[config.mk]
export PLATFORM = sky130hd
export DESIGN_NAME = key_scan
export DESIGN_NICKNAME = d
export VERILOG_FILES = /design/src/rtl/calc_pkg.sv /design/src/rtl/key_sync.sv /design/src/rtl/key_scan.sv
export SDC_FILE = /design/constraint.sdc
export NUM_CORES = 1
export LEC_CHECK = 0
export CAP_MARGIN = 20
export CORE_UTILIZATION = 55
export DETAILED_ROUTE_END_ITERATION = 16
export PLACE_DENSITY_LB_ADDON = 0.3
export SLEW_MARGIN = 20
export SYNTH_ARGS = -nofsm -noshare
export SYNTH_HDL_FRONTEND = slang
export SYNTH_HIERARCHICAL = 1
export SYNTH_SLANG_ARGS = --single-unit
export TNS_END_PERCENT = 20
[constraint.sdc]
create_clock -name CLK_1K -period 4 [get_ports CLK_1K]
set_input_delay 0.8 -clock CLK_1K [delete_from_list [all_inputs] [get_ports CLK_1K]]
set_output_delay 0.8 -clock CLK_1K [all_outputs]
set_load 0.005 [all_outputs]
[src/rtl/calc_pkg.sv]
// rtl/calc_pkg.sv - key codes, 16-entry keymap and scan-state encoding shared by the calculator front end
package calc_pkg;

    localparam logic [3:0] KEY_ADD = 4'ha;
    localparam logic [3:0] KEY_SUB = 4'hb;
    localparam logic [3:0] KEY_MUL = 4'hc;
    localparam logic [3:0] KEY_DIV = 4'hd;
    localparam logic [3:0] KEY_EQ  = 4'he;
    localparam logic [3:0] KEY_CLR = 4'hf;

    // Indexed by k = 4*row + col; entry 0 is the least significant nibble.
    localparam logic [15:0][3:0] KEYMAP = {
        KEY_DIV, KEY_EQ, 4'h0, KEY_CLR,
        KEY_MUL, 4'h9,   4'h8, 4'h7,
        KEY_SUB, 4'h6,   4'h5, 4'h4,
        KEY_ADD, 4'h3,   4'h2, 4'h1
    };

    typedef enum logic [1:0] {
        ST_SCAN     = 2'd0,
        ST_DEBOUNCE = 2'd1,
        ST_HELD     = 2'd2,
        ST_RELEASE  = 2'd3
    } scan_state_t;

    // Lowest-index low column wins when several are pressed on one row.
    function automatic logic [1:0] lowest_low_col(input logic [3:0] cols_n);
        logic [1:0] col;
        col = 2'd3;
        if (!cols_n[2]) col = 2'd2;
        if (!cols_n[1]) col = 2'd1;
        if (!cols_n[0]) col = 2'd0;
        return col;
    endfunction

    function automatic logic [3:0] key_code(input logic [1:0] row, input logic [1:0] col);
        return KEYMAP[{row, col}];
    endfunction

endpackage

[src/rtl/key_sync.sv]
// rtl/key_sync.sv - 4-bit two-flop synchroniser for the keypad column returns, resets to all-ones
module key_sync (
    input  logic       CLK_1K,
    input  logic       RST,
    input  logic [3:0] din,
    output logic [3:0] dout
);

    logic [3:0] meta;

    always_ff @(posedge CLK_1K) begin
        if (RST) begin
            meta <= 4'b1111;
            dout <= 4'b1111;
        end else begin
            meta <= din;
            dout <= meta;
        end
    end

endmodule

[src/rtl/key_scan.sv]
// rtl/key_scan.sv - 4x4 keypad scanner/debouncer with one flag per accepted press; define KEY_SCAN_REPEAT_EN for auto-repeat
module key_scan
    import calc_pkg::*;
#(
    parameter int ROW_DWELL     = 4,
    parameter int DEBOUNCE      = 20,
    parameter int REPEAT_DELAY  = 500,
    parameter int REPEAT_PERIOD = 100
) (
    input  logic       CLK_1K,
    input  logic       RST,
    input  logic [3:0] col_n,
    output logic [3:0] row_n,
    output logic [3:0] key_value,
    output logic       flag,
    output logic       key_down
);

    localparam int DWELL_W = (ROW_DWELL > 2) ? $clog2(ROW_DWELL) : 1;
    localparam int DEB_W   = (DEBOUNCE > 2) ? $clog2(DEBOUNCE) : 1;
    localparam logic [DWELL_W-1:0] DWELL_LAST = DWELL_W'(ROW_DWELL - 1);
    localparam logic [DEB_W-1:0]   DEB_LAST   = DEB_W'(DEBOUNCE - 2);

    if (ROW_DWELL < 3 || DEBOUNCE < 2 || REPEAT_PERIOD < 2 || REPEAT_PERIOD > REPEAT_DELAY) begin : g_bad_params
        $error("key_scan: parameter out of range");
    end

    scan_state_t          state;
    scan_state_t          state_nxt;
    logic [3:0]           col_s;
    logic                 row_en;
    logic [1:0]           row_idx;
    logic [1:0]           lat_col;
    logic [1:0]           low_col;
    logic [DWELL_W-1:0]   dwell_cnt;
    logic [DEB_W-1:0]     deb_cnt;
    logic                 any_low;
    logic                 all_high;
    logic                 col_match;
    logic                 lat_low;
    logic                 sample;
    logic                 deb_done;
    logic                 accept;
    logic                 rep_fire;

    key_sync u_sync (
        .CLK_1K (CLK_1K),
        .RST    (RST),
        .din    (col_n),
        .dout   (col_s)
    );

    assign any_low   = ~&col_s;
    assign all_high  = &col_s;
    assign low_col   = lowest_low_col(col_s);
    assign col_match = any_low && (low_col == lat_col);
    assign lat_low   = ~col_s[lat_col];
    // The first two cycles of a dwell still see the previous row through the synchroniser.
    assign sample    = (state == ST_SCAN) && row_en && (dwell_cnt == DWELL_LAST);
    assign deb_done  = (deb_cnt == DEB_LAST);

    always_ff @(posedge CLK_1K) begin
        if (RST) begin
            state <= ST_SCAN;
        end else begin
            state <= state_nxt;
        end
    end

    always_comb begin
        state_nxt = state;
        accept    = 1'b0;
        case (state)
            ST_SCAN: begin
                if (sample && any_low) begin
                    state_nxt = ST_DEBOUNCE;
                end
            end
            ST_DEBOUNCE: begin
                if (!col_match) begin
                    state_nxt = ST_SCAN;
                end else if (deb_done) begin
                    state_nxt = ST_HELD;
                    accept    = 1'b1;
                end
            end
            ST_HELD: begin
                if (all_high) begin
                    state_nxt = ST_RELEASE;
                end
            end
            ST_RELEASE: begin
                if (lat_low) begin
                    state_nxt = ST_HELD;
                end else if (all_high && deb_done) begin
                    state_nxt = ST_SCAN;
                end
            end
            default: state_nxt = ST_SCAN;
        endcase
    end

    always_comb begin
        key_down = (state == ST_HELD) || (state == ST_RELEASE);
        row_n    = 4'b1111;
        if (row_en) begin
            row_n[row_idx] = 1'b0;
        end
    end

    // The sample cycle itself is the first of the DEBOUNCE matching samples, hence DEB_LAST = DEBOUNCE-2.
    always_ff @(posedge CLK_1K) begin
        if (RST) begin
            row_en    <= 1'b0;
            row_idx   <= 2'd0;
            dwell_cnt <= '0;
            lat_col   <= 2'd0;
            deb_cnt   <= '0;
            key_value <= 4'h0;
            flag      <= 1'b0;
        end else begin
            row_en <= 1'b1;
            flag   <= accept || rep_fire;
            if (accept) begin
                key_value <= key_code(row_idx, lat_col);
            end
            case (state)
                ST_SCAN: begin
                    if (row_en) begin
                        if (sample) begin
                            dwell_cnt <= '0;
                            if (any_low) begin
                                lat_col <= low_col;
                                deb_cnt <= '0;
                            end else begin
                                row_idx <= row_idx + 2'd1;
                            end
                        end else begin
                            dwell_cnt <= dwell_cnt + DWELL_W'(1);
                        end
                    end
                end
                ST_DEBOUNCE: begin
                    if (!col_match) begin
                        deb_cnt   <= '0;
                        dwell_cnt <= '0;
                        row_idx   <= row_idx + 2'd1;
                    end else if (deb_done) begin
                        deb_cnt <= '0;
                    end else begin
                        deb_cnt <= deb_cnt + DEB_W'(1);
                    end
                end
                ST_HELD: begin
                    deb_cnt <= '0;
                end
                ST_RELEASE: begin
                    if (lat_low || !all_high) begin
                        deb_cnt <= '0;
                    end else if (deb_done) begin
                        deb_cnt   <= '0;
                        dwell_cnt <= '0;
                        row_idx   <= 2'd0;
                    end else begin
                        deb_cnt <= deb_cnt + DEB_W'(1);
                    end
                end
                default: deb_cnt <= '0;
            endcase
        end
    end

`ifdef KEY_SCAN_REPEAT_EN
    localparam int REP_W = $clog2(REPEAT_DELAY + 1);
    localparam logic [REP_W-1:0] REP_LAST   = REP_W'(REPEAT_DELAY - 1);
    localparam logic [REP_W-1:0] REP_RELOAD = REP_W'(REPEAT_DELAY - REPEAT_PERIOD);

    logic [REP_W-1:0] rep_cnt;

    // Counts HELD cycles since acceptance; reloading after each repeat yields the period spacing.
    always_ff @(posedge CLK_1K) begin
        if (RST || state == ST_SCAN || accept) begin
            rep_cnt <= '0;
        end else if (state == ST_HELD) begin
            rep_cnt <= rep_fire ? REP_RELOAD : rep_cnt + REP_W'(1);
        end
    end

    assign rep_fire = (state == ST_HELD) && (rep_cnt == REP_LAST);
`else
    assign rep_fire = 1'b0;
`endif

endmodule
# --- Yosys cells after proc, flatten, opt, wreduce, memory -nomap -nowiden ---
# Memories as Yosys holds them, arrays and structs flattened. A register that Yosys moved wholly into a read port is not among the register bits.
# Index checks and enable logic that the tools add are counted.
op_classes:
  magnitude_cmp: 3
  bitwise: 3
  n_eq_ne: 17
  n_mux: 37
  n_reduce_logical: 17
  addsub: 3
ops:
  columns: ["op", "n"]
  rows:
  - ["$mux W2", 17]
  - ["$mux W5", 6]
  - ["$pmux W5 S4", 1]
  - ["$ne A2 B2 Y1 const B", 8]
  - ["$pmux W2 S3", 2]
  - ["$reduce_and A4 Y1", 3]
  - ["$pmux W2 S4", 1]
  - ["$mux W1", 7]
  - ["$reduce_and A7 Y1", 1]
  - ["$eq A2 B2 Y1 const B", 3]
  - ["$logic_and A1 B1 Y1", 6]
  - ["$lt A2 B3 Y1 const B", 2]
  - ["$ne A3 B3 Y1 const B", 2]
  - ["$add A5 B1 Y5 const B", 1]
  - ["$eq A5 B5 Y1 const B", 1]
  - ["$reduce_and A5 Y1", 1]
  - ["$add A2 B1 Y2 const B", 2]
  - ["$mux W4", 1]
  - ["$not A4 Y4", 1]
  - ["$reduce_and A3 Y1", 1]
  - ["$reduce_bool A3 Y1", 1]
  - ["$bmux W1 S2", 1]
  - ["$demux W1 S2", 1]
  - ["$eq A2 B1 Y1 const B", 1]
  - ["other kinds (7)", 9]
totals:
  out_inout_bits: 10
  word_cells: 90
  memories: 1
  rom_bits: 64
  reg_bits: 23
mem_list:
  columns: ["memory", "words", "width", "rd", "rd_clocked_by_memory_dff", "write_ports", "line", "rtl"]
  rows:
  - ["(name not given)", 16, 4, 1, 1, 0, "calc_pkg.sv:37", "return KEYMAP[{row, col}];"]

# --- Depth between registers and ports, before layout ---
logic_depth:
  word_depth: 7
  mapped_depth: 7

# --- Hierarchy ---
# Netlist, hierarchy kept.
modules_own_cells:
  columns: ["mod", "area_each_um2", "instances", "cells_each"]
  rows:
  - ["key_scan", 1277.5, 1, 149]
  - ["key_sync", 210.2, 1, 16]

# --- Worst setup path before layout ---
# No wires, ideal clock.
synth_path:
  path_kind: "reg-to-output"
  start: "reg row_idx[0]"
  end: "out row_n[0]"
  setup_slack_ns: 2.207
  required_ns: 3.200
  arrival_time_ns: 0.993
  n_path_buf: 1
  stages_incl_launch_ff: 5
  cell_sequence: "dfxtp_1 -> clkbuf_1 -> inv_1 -> ha_1 -> nand2_1"
synth_via:
  elab_chain_cells: 6
synth_lines:
  columns: ["element", "line", "rtl"]
  rows:
  - ["start, declared", "key_scan.sv:32", "logic [1:0] row_idx;"]
  - ["start signal, assigned", "key_scan.sv:136", "row_idx <= row_idx + 2'd1;"]
  - ["start signal, assigned", "key_scan.sv:147", "row_idx <= row_idx + 2'd1;"]
  - ["$lt A2 B3 Y1 (implied by the code) or $ge A2 B1 Y1 (tied branches)", "key_scan.sv:107", "row_n[row_idx] = 1'b0;"]
  - ["$logic_and A1 B1 Y1 (implied by the code)", "key_scan.sv:107", null]
  - ["$mux W1 (implied by the code)", "key_scan.sv:107", null]
  - ["$demux W1 S2 *", "key_scan.sv:107", null]
  - ["$not A4 Y4 (no source line) *", null, null]
  - ["$mux W4 *", "key_scan.sv:106", "if (row_en) begin"]
  - ["end, declared", "key_scan.sv:13", "output logic [3:0] row_n,"]
# Mark *: on every way between the ends. The rest lies on a longest branch, timed or not.

# --- Final worst setup path ---
layout_path:
  start: "reg row_idx[0]"
  end: "out row_n[2]"
# Same word-level chain as after synthesis.

==> run summary <==
Status - finished clean
CTS sink cnt - 27
Final worst slack - 1.338 ns
WS Path Type - reg2out
Die Wd - 54.01 µm
H-tree Lvls - 1
Clock slew at reported path FFs - 0.14 ns
Hold path depth - 1
Vias in the first global route - 1135
Most Crowded Layer GR - met2
Final antenna-violating net count - 0
Hold Path End - u_sync/dout[0]
Detailed Route WL - 2831 µm
Hpwl dp - 2102 µm
PwrDens - 260.5 nW/µm²
Worst VDD drop - 0.2382 mV
FF+latch count, synth - 27
Ant diodes - 0
Met1 usage - 27.35%
Syn avg cell area - 9.016 µm²
Compound-Gate Fraction of Synth Area - 19.01%
CP required - 3.20 ns
Per-cell routed wire length - 13.61 µm
Main combinational cell family by area after synthesis - simple AND/OR/NAND/NOR gates
MaxCap Viol Count - 0
Clock latency on the worst-skew pair - 0.34 ns
Synth Instances - 165
RSZ-0062 raised after global routing - false
DR iter-0 viols - 33
CTS resizes - 0
Max Clock Skew - 0.01370 ns
CP Capture Type - output pin
Seq/Total Area, Yosys - 36.33%
Tcrit/Tclk final - 66.56%
Setup Buffers After CTS - 0
Hold Crit Class - reg2reg
Synth Cell Area - 1488 µm²
CP startpoint kind - register
First-pass GRT wire length - 4802 µm
Routability Congestion - 0.8769
Mapped Nets - 184
I/O pin total - 16
Ys async rst share - 0%
Crit path from - row_idx[0]
Pre-CTS WS - 1.446 ns
GRT Total Usage - 23.14%
Final setup fails - 0
Relative max-transition margin - 61.04%
Area Growth Syn to Fin - 13.20%
Core outline area - 2522 µm²
Clock buffer count from CTS - 3
RR Startpoint - deb_cnt[0]
Number of synthesized flops with an enable pin - 0
Period minus WS final - 2.662 ns
Worst-case reg-to-reg path depth - 7
Clock Root Buffer - clkbuf_4
DIE AREA - 2917 µm²
Initial core utilization - 58.98%
Worst-margin pin slew - 0.5794 ns
Area share of fa/ha/maj cells after synthesis - 10.93%
Die H - 54.01 µm
Max Slew Vio Count - 0
Dominant synthesized flop cell - dfxtp_1
FF-to-FF End - deb_cnt[2]
R2R Setup Slk - 2.02 ns
TNS Setup - 0 ns
Vias per cell - 5.832
CTS tree - built
Most frequent cells in the layout - dfxtp_1, nand2_1, clkdlybuf4s50_1
Row count - 18
Fin nets - 198
Post-CTS Hold Buffers - 0
Mux contribution to synthesized area - 2.439%
Post-synthesis xor/xnor area fraction - 0.5887%
Max Root-Sink Buffers - 2
Commonest non-fill, non-tap cell in the layout - dfxtp_1
Met2 Use GR - 39.51%
DRC viols - 0
Met3 Use GR - 3.672%
TritonRoute pass-1 iters - 4
Data arrival, critical path - 1.86 ns
Maximum achievable frequency - 375.6 MHz
Grt ovf - 0
Hold Startpoint - u_sync/meta[0]
Synth Area in Simple Gates - 26.49%
Final Hold Viols - 0
Largest net degree at the start of global routing - 17
Crit Path Max Fanout - 12
Yosys cell types - 46
Vias - 1213
Leakage - 0.6468 nW
Ratio of cells with drive above 1 in the final layout - 7.303%
Port bufs - 15
Antenna violations before repair - 0
YS warnings - 6
## metrics by stage
step / utilization [%] / hold WS [ns] / std cells / total power, mW / area (µm²)
floorplan: - / 0.3832 / 165 / 0.3064 / 1488
global placement: 65.58 / 0.3912 / 204 / 0.3172 / 1654
detailed placement: 65.58 / 0.3891 / 204 / 0.3189 / 1654
CTS: 66.77 / 0.4225 / 208 / 0.4387 / 1684
global route: 66.77 / 0.4483 / 208 / 0.4539 / 1684
finish: 66.77 / 0.4211 / 208 / 0.4387 / 1684
## how the worst max path moves through the flow
stage               cells after the start  slack (ns)    endpoint
finish                                  4        1.34    row_n[2]
global placement                        6        1.55  deb_cnt[2]
detailed placement                      6        1.45  deb_cnt[2]
global route                            4        1.20    row_n[2]
CTS                                     4        1.34    row_n[2]
floorplan                               4        2.21    row_n[0]
## worst max-delay path, stage by stage (launching register included)
cell and delay, ns:
dfxtp_1 0.59, inv_1 0.17, ha_1 0.23, nand2_1 0.06
clkdlybuf4s50_1 0.49
## kinds of logic (layout without fill, tap and decap cells)
logic type / count (synthesis) / after routing
adders and majority gates: 13 / 13
buffers and inverters: 16 / 29
xor gates and xnor gates: 1 / 1
and+or+nand+nor: 67 / 67
muxes: 2 / 2
AOI/OAI and AO/OA: 39 / 39
DFF: 27 / 27
## registers in the layout (all words and copies together) (netlist names), 2 cells and up
| name | cells |
|---|---|
| lat_col | 2 |
| deb_cnt | 5 |
| u_sync/meta | 4 |
| dwell_cnt | 2 |
| state | 2 |
| u_sync/dout | 4 |
| key_value | 4 |
| row_idx | 2 |
## per-layer routing
layer  routed length [µm]  vias to the layer above
met2                 1372                       33
met3                  116                        9
met4                   65                        0
li1                     -                      614
met5                    0                        -
met1                 1277                      557
## synthesized netlist by cell type (4+ instances only)
| library cell | n | area (µm²) |
|---|---|---|
| o21ai_0 | 4 | 20.02 |
| a21oi_1 | 10 | 50.05 |
| nand3_1 | 5 | 25.02 |
| or2_1 | 8 | 50.05 |
| nor2_1 | 14 | 52.55 |
| nand2_1 | 15 | 56.30 |
| ha_1 | 13 | 162.7 |
| dfxtp_1 | 27 | 540.5 |
| inv_1 | 9 | 33.78 |
| clkbuf_1 | 5 | 18.77 |
| nor3_1 | 5 | 25.02 |
| a211oi_1 | 5 | 37.54 |
## power by group
| part | switching [mW] | leakage [nW] | internal [mW] |
|---|---|---|---|
| clock | 0.0871 | 0.0139 | 0.0383 |
| sequential | 0.00640 | 0.220 | 0.276 |
| combinational | 0.0148 | 0.413 | 0.0163 |
## cell type report
type                       count  area, µm²
sequential                    27      540.5
tap                           30      37.54
clock buffer                   3      22.52
multi-input combinational    122      884.6
inverter                       9      33.78
fill                         204      838.3
timing repair buffer          16      157.7
clock inverter                 1      7.507
No activity file was read; power rests on OpenSTA's default activity.
